## config.mk

```make
export PLATFORM = sky130hd
export DESIGN_NAME = instr_stream_encoder
export DESIGN_NICKNAME = d
export VERILOG_FILES = /design/src/rtl/instr_enc_pkg.sv /design/src/rtl/instr_word_encode.sv /design/src/rtl/instr_stream_encoder.sv
export SDC_FILE = /design/constraint.sdc
export NUM_CORES = 1
export LEC_CHECK = 0
export ABC_CLOCK_PERIOD_IN_PS = 4050
export CORE_MARGIN = 2
export CORE_UTILIZATION = 40
export DETAILED_ROUTE_END_ITERATION = 12
export GPL_TIMING_DRIVEN = 0
export HOLD_SLACK_MARGIN = 0.03
export PLACE_DENSITY = 0.71
export SETUP_SLACK_MARGIN = 0.02
export SYNTH_ARGS = -nofsm -noshare
export SYNTH_HDL_FRONTEND = slang
export SYNTH_SLANG_ARGS = --single-unit
```

## constraint.sdc

```tcl
create_clock -name Clk -period 4.05 [get_ports Clk]
set_input_delay 1.215 -clock Clk [delete_from_list [all_inputs] [get_ports Clk]]
set_output_delay 1.215 -clock Clk [all_outputs]
set_load 0.02 [all_outputs]
```

## src/rtl/instr_enc_pkg.sv

```systemverilog
// instr_enc_pkg: operation, opcode/funct and FSM state definitions shared by
// the instruction stream encoder and its combinational word encoder.
package instr_enc_pkg;

    typedef enum logic [3:0] {
        OP_ADD     = 4'd0,
        OP_SUB     = 4'd1,
        OP_AND     = 4'd2,
        OP_OR      = 4'd3,
        OP_SLT     = 4'd4,
        OP_SLL     = 4'd5,
        OP_SRL     = 4'd6,
        OP_MUL     = 4'd7,
        OP_CLO     = 4'd8,
        OP_CLZ     = 4'd9,
        OP_ADDI    = 4'd10,
        OP_ORI     = 4'd11,
        OP_BNE     = 4'd12,
        OP_LW      = 4'd13,
        OP_SW      = 4'd14,
        OP_INVALID = 4'd15
    } op_e;

    typedef enum logic [1:0] {
        ST_IDLE  = 2'd0,
        ST_LOAD  = 2'd1,
        ST_DRAIN = 2'd2,
        ST_DONE  = 2'd3
    } state_e;

    // Primary opcodes
    localparam logic [5:0] OPC_RTYPE    = 6'b000000;
    localparam logic [5:0] OPC_SPECIAL2 = 6'b011100;
    localparam logic [5:0] OPC_ADDI     = 6'b001000;
    localparam logic [5:0] OPC_ORI      = 6'b001101;
    localparam logic [5:0] OPC_BNE      = 6'b000101;
    localparam logic [5:0] OPC_LW       = 6'b100011;
    localparam logic [5:0] OPC_SW       = 6'b101011;

    // R-type funct codes
    localparam logic [5:0] FN_ADD = 6'b100000;
    localparam logic [5:0] FN_SUB = 6'b100010;
    localparam logic [5:0] FN_AND = 6'b100100;
    localparam logic [5:0] FN_OR  = 6'b100101;
    localparam logic [5:0] FN_SLT = 6'b101010;
    localparam logic [5:0] FN_SLL = 6'b000000;
    localparam logic [5:0] FN_SRL = 6'b000010;

    // SPECIAL2 funct codes
    localparam logic [5:0] FN_MUL = 6'b000010;
    localparam logic [5:0] FN_CLO = 6'b100001;
    localparam logic [5:0] FN_CLZ = 6'b100000;

    // Assemble an R-format word (also used for SPECIAL2).
    function automatic logic [31:0] pack_r(
        input logic [5:0] opc,
        input logic [4:0] rs,
        input logic [4:0] rt,
        input logic [4:0] rd,
        input logic [4:0] sh,
        input logic [5:0] fn
    );
        return {opc, rs, rt, rd, sh, fn};
    endfunction

    // Assemble an I-format word.
    function automatic logic [31:0] pack_i(
        input logic [5:0]  opc,
        input logic [4:0]  rs,
        input logic [4:0]  rt,
        input logic [15:0] imm
    );
        return {opc, rs, rt, imm};
    endfunction

endpackage

```

## src/rtl/instr_word_encode.sv

```systemverilog
// instr_word_encode: combinational Op/fields -> 32-bit MIPS word plus an
// invalid flag. MUL/CLO/CLZ are encoded only when ENC_SPECIAL2_EN is defined;
// otherwise they are reported invalid.
module instr_word_encode
    import instr_enc_pkg::*;
(
    input  logic [3:0]  op,
    input  logic [4:0]  rs,
    input  logic [4:0]  rt,
    input  logic [4:0]  rd,
    input  logic [4:0]  shamt,
    input  logic [15:0] imm,
    output logic [31:0] word,
    output logic        invalid
);

    // Select format and fixed fields for the requested operation.
    always_comb begin
        word    = '0;
        invalid = 1'b0;
        case (op_e'(op))
            OP_ADD:  word = pack_r(OPC_RTYPE, rs, rt, rd, 5'd0, FN_ADD);
            OP_SUB:  word = pack_r(OPC_RTYPE, rs, rt, rd, 5'd0, FN_SUB);
            OP_AND:  word = pack_r(OPC_RTYPE, rs, rt, rd, 5'd0, FN_AND);
            OP_OR:   word = pack_r(OPC_RTYPE, rs, rt, rd, 5'd0, FN_OR);
            OP_SLT:  word = pack_r(OPC_RTYPE, rs, rt, rd, 5'd0, FN_SLT);
            OP_SLL:  word = pack_r(OPC_RTYPE, 5'd0, rt, rd, shamt, FN_SLL);
            OP_SRL:  word = pack_r(OPC_RTYPE, 5'd0, rt, rd, shamt, FN_SRL);
`ifdef ENC_SPECIAL2_EN
            OP_MUL:  word = pack_r(OPC_SPECIAL2, rs, rt, rd, 5'd0, FN_MUL);
            // CLO/CLZ carry the destination in both the rt and rd fields.
            OP_CLO:  word = pack_r(OPC_SPECIAL2, rs, rd, rd, 5'd0, FN_CLO);
            OP_CLZ:  word = pack_r(OPC_SPECIAL2, rs, rd, rd, 5'd0, FN_CLZ);
`else
            OP_MUL, OP_CLO, OP_CLZ: invalid = 1'b1;
`endif
            OP_ADDI: word = pack_i(OPC_ADDI, rs, rt, imm);
            OP_ORI:  word = pack_i(OPC_ORI, rs, rt, imm);
            OP_BNE:  word = pack_i(OPC_BNE, rs, rt, imm);
            OP_LW:   word = pack_i(OPC_LW, rs, rt, imm);
            OP_SW:   word = pack_i(OPC_SW, rs, rt, imm);
            default: invalid = 1'b1;
        endcase
    end

endmodule

```

## src/rtl/instr_stream_encoder.sv

```systemverilog
// instr_stream_encoder: encodes a session of operations into MIPS words and
// streams them to instruction memory through a FIFO plus a registered write
// stage. Optional SPECIAL2 ops (MUL/CLO/CLZ) are enabled by ENC_SPECIAL2_EN.
module instr_stream_encoder
    import instr_enc_pkg::*;
#(
    parameter int unsigned ADDR_W     = 10,
    parameter int unsigned FIFO_DEPTH = 4,
    parameter int unsigned BASE_ADDR  = 0
) (
    input  logic              Clk,
    input  logic              Rst,
    input  logic              Start,
    input  logic              In_Valid,
    output logic              In_Ready,
    input  logic [3:0]        Op,
    input  logic [4:0]        Rs,
    input  logic [4:0]        Rt,
    input  logic [4:0]        Rd,
    input  logic [4:0]        Shamt,
    input  logic [15:0]       Imm,
    input  logic              Last,
    output logic              IM_WrEn,
    output logic [ADDR_W-1:0] IM_Addr,
    output logic [31:0]       IM_WrData,
    input  logic              IM_Ready,
    output logic              Busy,
    output logic              Done,
    output logic              Error,
    output logic [ADDR_W-2:0] Count
);

    localparam int unsigned PTR_W = $clog2(FIFO_DEPTH);
    localparam logic [ADDR_W-1:0] BASE = ADDR_W'(BASE_ADDR);

    state_e               state_q, state_d;
    logic [31:0]          mem_q [FIFO_DEPTH];
    logic [31:0]          mem_d [FIFO_DEPTH];
    logic [PTR_W:0]       wr_ptr_q, wr_ptr_d;
    logic [PTR_W:0]       rd_ptr_q, rd_ptr_d;
    logic                 out_valid_q, out_valid_d;
    logic [31:0]          out_data_q, out_data_d;
    logic [ADDR_W-1:0]    addr_q, addr_d;
    logic [ADDR_W-2:0]    count_q, count_d;
    logic                 error_q, error_d;

    logic [31:0] enc_word;
    logic        enc_invalid;
    logic        fifo_empty;
    logic        fifo_full;
    logic        accept;
    logic        push;
    logic        pop;
    logic        write_done;
    logic        session_start;

    instr_word_encode u_encode (
        .op      (Op),
        .rs      (Rs),
        .rt      (Rt),
        .rd      (Rd),
        .shamt   (Shamt),
        .imm     (Imm),
        .word    (enc_word),
        .invalid (enc_invalid)
    );

    // FIFO status and handshake qualifiers.
    always_comb begin
        fifo_empty    = (wr_ptr_q == rd_ptr_q);
        fifo_full     = (wr_ptr_q[PTR_W] != rd_ptr_q[PTR_W]) &&
                        (wr_ptr_q[PTR_W-1:0] == rd_ptr_q[PTR_W-1:0]);
        In_Ready      = (state_q == ST_LOAD) && !fifo_full;
        accept        = In_Valid && In_Ready;
        push          = accept && !enc_invalid;
        write_done    = out_valid_q && IM_Ready;
        // Refill the write stage whenever it is empty or retiring this cycle.
        pop           = !fifo_empty && (!out_valid_q || IM_Ready);
        session_start = (state_q == ST_IDLE) && Start;
    end

    // Session FSM next-state.
    always_comb begin
        state_d = state_q;
        case (state_q)
            ST_IDLE:  if (Start) state_d = ST_LOAD;
            ST_LOAD:  if (accept && Last) state_d = ST_DRAIN;
            // Finish as soon as the last write retires so Done follows it directly.
            ST_DRAIN: if (fifo_empty && (!out_valid_q || write_done)) state_d = ST_DONE;
            ST_DONE:  state_d = ST_IDLE;
            default:  state_d = ST_IDLE;
        endcase
    end

    // FIFO, write stage, address/count and error bookkeeping.
    always_comb begin
        mem_d       = mem_q;
        wr_ptr_d    = wr_ptr_q;
        rd_ptr_d    = rd_ptr_q;
        out_valid_d = out_valid_q;
        out_data_d  = out_data_q;
        addr_d      = addr_q;
        count_d     = count_q;
        error_d     = error_q;

        if (session_start) begin
            wr_ptr_d    = '0;
            rd_ptr_d    = '0;
            out_valid_d = 1'b0;
            addr_d      = BASE;
            count_d     = '0;
            error_d     = 1'b0;
        end else begin
            if (write_done) begin
                out_valid_d = 1'b0;
                addr_d      = addr_q + ADDR_W'(4);
                count_d     = count_q + 1'b1;
            end
            if (pop) begin
                out_valid_d = 1'b1;
                out_data_d  = mem_q[rd_ptr_q[PTR_W-1:0]];
                rd_ptr_d    = rd_ptr_q + 1'b1;
            end
            if (push) begin
                mem_d[wr_ptr_q[PTR_W-1:0]] = enc_word;
                wr_ptr_d                   = wr_ptr_q + 1'b1;
            end
            if (accept && enc_invalid) begin
                error_d = 1'b1;
            end
        end
    end

    // State register.
    always_ff @(posedge Clk) begin
        if (Rst) begin
            state_q <= ST_IDLE;
        end else begin
            state_q <= state_d;
        end
    end

    // Datapath registers; reset discards buffered and in-flight words.
    always_ff @(posedge Clk) begin
        if (Rst) begin
            wr_ptr_q    <= '0;
            rd_ptr_q    <= '0;
            out_valid_q <= 1'b0;
            out_data_q  <= '0;
            addr_q      <= BASE;
            count_q     <= '0;
            error_q     <= 1'b0;
        end else begin
            wr_ptr_q    <= wr_ptr_d;
            rd_ptr_q    <= rd_ptr_d;
            out_valid_q <= out_valid_d;
            out_data_q  <= out_data_d;
            addr_q      <= addr_d;
            count_q     <= count_d;
            error_q     <= error_d;
        end
    end

    // FIFO storage; contents are don't-care until written.
    always_ff @(posedge Clk) begin
        mem_q <= mem_d;
    end

    // Output mapping.
    always_comb begin
        IM_WrEn   = out_valid_q;
        IM_Addr   = addr_q;
        IM_WrData = out_data_q;
        Busy      = (state_q == ST_LOAD) || (state_q == ST_DRAIN);
        Done      = (state_q == ST_DONE);
        Error     = error_q;
        Count     = count_q;
    end

endmodule

```

==> reports/qor.yml, run 1 <==
ant_nets: 0
wire_per_inst_um: 16.9
die_y_um: 139
drv_cap: 0
worst_pin_slew_ns: 0.949
dp_hpwl_um: 10400
finalCriticalPeriod_ns: 3.51
area_growth_pct: 25.5
drt-pass1-iter-count: 6
internal_power_mw: 3.39
cellLeakagePower_nw: 3.05
num_rows: 49
critical_path.max_fanout: 30
wirelength_um: 15200
die_w_um: 139
p_per_area_nw_per_um2: 507
start_kind: "primary input"
grt_use_total_pct: 16.0
start_util_pct: 40.8
vias: 4741
fin_crit_sh_pct: 86.6
post_drt_via_cell_ratio: 5.27
drt_iter0_markers: 305
fin_ws_ns: 0.545
drive_gt1_share_pct: 12.4
crit_arrival_ns: 3.56
end_kind: "flip-flop"
fmax_ghz: 0.285
swShare_pct: 27.2
async_flop_share_pct: 0
synth-seq-cells: 177
cts_setup_buffers: 0
tns_ns: 0
fin_skew_ns: 0.00928
port_buffers: 97
synthCells: 540
ir_worst_vdd_uv: 314
cts_tree: "yes"
grt.overflow.total: 0
place_congestion: 0.870
h-tree-depth: 4
synth_edf_count: 120
clock_latency_ns: 0.43
nets: 716
core_region_area_um2: 18000
rsz0062_at_grt: "false"
synth_area_per_cell_um2: 13.6
place_ws_ns: 0.0822
final_common_cell: "edfxtp_1"
syn_area_um2: 7320
power_mw: 4.66
seq_power_share_pct: 45.3
final_cell_mix: "120 x edfxtp_1, 97 x clkdlybuf4s50_1, 78 x nand2_1"
io_pins: 102
yosysWarnings: 0
cts_resized: 0
holdBufCountCts: 0
cts_root_buf: "clkbuf_16"
critPathKind: "in -> reg"
status: "finished, final reports clean"
crit_required_ns: 4.11
combPwrFrac_pct: 19.4
diodes: 0
grt_pass1_wl_um: 24200
drc: 0
cts_made_buffers: 17
yosysSeqAreaShare_pct: 64.8
clkSlewWorstSetupHoldPaths_ns: 0.06
clockPowerShare_pct: 35.3
die-area_um2: 19400
path_cells: "clkdlybuf4s50_1, or2_1, clkbuf_1, o21ai_1, nor2_1, and3_2"
slew_headroom_pct: 35.7
switchingPower_mw: 1.27
hold_class: "reg -> reg"
finalMaxSlewViolations: 0
hold_viol_final: 0
cp_slowest_stage_delay_ns: 0.79
synthDistinctLibCells: 48
finalSetupViolations: 0
grt_antenna_before_repair: 0
grt_pass1_vias: 4788
cts_buffer_depth: 2
grt_max_degree: 31
clkSinkCount: 177
yosys_most_used_dff: "edfxtp_1"
cp_slowest_cell: "and3_2"
[per-stage QoR]
stage	hold WS, ns	instances	util (%)	instance area, um2
after floorplan	0.468	542	-	7330
after global placement	0.447	868	47.8	8590
after detailed placement	0.445	868	47.8	8590
after CTS	0.454	900	51.2	9190
after global routing	0.474	900	51.2	9190
final	0.452	900	51.2	9190
[power by group through the flow]
stage	sequential [mW]	clock (mW)	combinational (mW)
after floorplan	2.20	0	0.521
after global placement	2.14	0	0.889
after detailed placement	2.15	0	0.911
after CTS	2.11	1.67	0.915
after global routing	2.12	1.74	0.982
final	2.11	1.65	0.904
[flip-flops by register name, summed over array words and instances (netlist names)]
| signal | flops |
|---|---|
| Count | 9 |
| Error | 1 |
| IM_Addr | 8 |
| IM_WrData | 30 |
| IM_WrEn | 1 |
| mem_q | 120 |
| rd_ptr_q | 3 |
| state_q | 2 |
| wr_ptr_q | 3 |
[layout make-up]
type                    count  area (um2)
fillers                  1483        8770
flip-flops and latches    177        4740
multi-input cells         319        2390
repair buffers             97         971
clock buffers              17         425
well taps                 229         287
clock inverters            15         174
plain buffers              34         155
inverters                  12        45.0
[critical path, delay by kind of cell]
family / cells / cell delay (ns)
buffers and inverters: 2 / 0.83
AND/OR/NAND/NOR: 3 / 1.26
AO/OA/AOI/OAI: 1 / 0.23
[synth_stat cells (5+ instances only)]
cell type | instances | area (um2)
clkbuf_1 | 25 | 93.8
dfxtp_1 | 57 | 1140
edfxtp_1 | 120 | 3600
nand2b_1 | 5 | 31.3
and2_1 | 17 | 106
xnor2_1 | 6 | 52.6
a21oi_1 | 45 | 225
mux4_2 | 30 | 676
mux2i_1 | 5 | 50.1
nand3_1 | 5 | 25.0
xor2_1 | 11 | 96.3
o32ai_1 | 5 | 43.8
nor2_1 | 30 | 113
a31oi_1 | 6 | 37.5
inv_1 | 12 | 45.0
nand2_1 | 78 | 293
a22o_1 | 5 | 43.8
nand4_1 | 7 | 43.8
o21ai_0 | 10 | 50.1
and3_1 | 8 | 50.1
ha_1 | 12 | 150
[cells by family after synthesis]
kind of cell    count (synthesis)  synth area share, %
buf+inv                        46                 2.73
compound gates                 89                 7.69
fa+ha+maj                      13                 2.19
mux                            35                 9.91
simple gates                  160                 10.0
other cells                     1               0.0512
flops                         177                 64.8
xor+xnor                       19                 2.63
[final timing paths]
| kind | start | to | slack (ns) | cells after the start |
|---|---|---|---|---|
| hold / removal | IM_WrData[29] | IM_WrData[29] | 0.45 | 2 |
| setup reg to reg | rd_ptr_q[0] | mem_q[104] | 1.49 | 5 |
| hold reg to reg | IM_WrData[29] | IM_WrData[29] | 0.45 | 2 |
| setup / recovery | Op[1] | mem_q[104] | 0.54 | 6 |
[layer usage]
metal / vias up / track usage [%] / routed length (um)
met2: 162 / 26.7 / 7420
met1: 2329 / 20.2 / 6610
li1: 2224 / - / -
met4: 0 / 6.75 / 271
met5: - / 0 / 0
met3: 26 / 3.65 / 865
Note: power is estimated with default switching activity, not from simulation.
==> run 2, diff against run 1 <==
Settings changed: CTS_CLUSTER_SIZE set to 8.
==> results of run 2 <==
No change in the layout: final DEF, timing and power equal those of run 1.
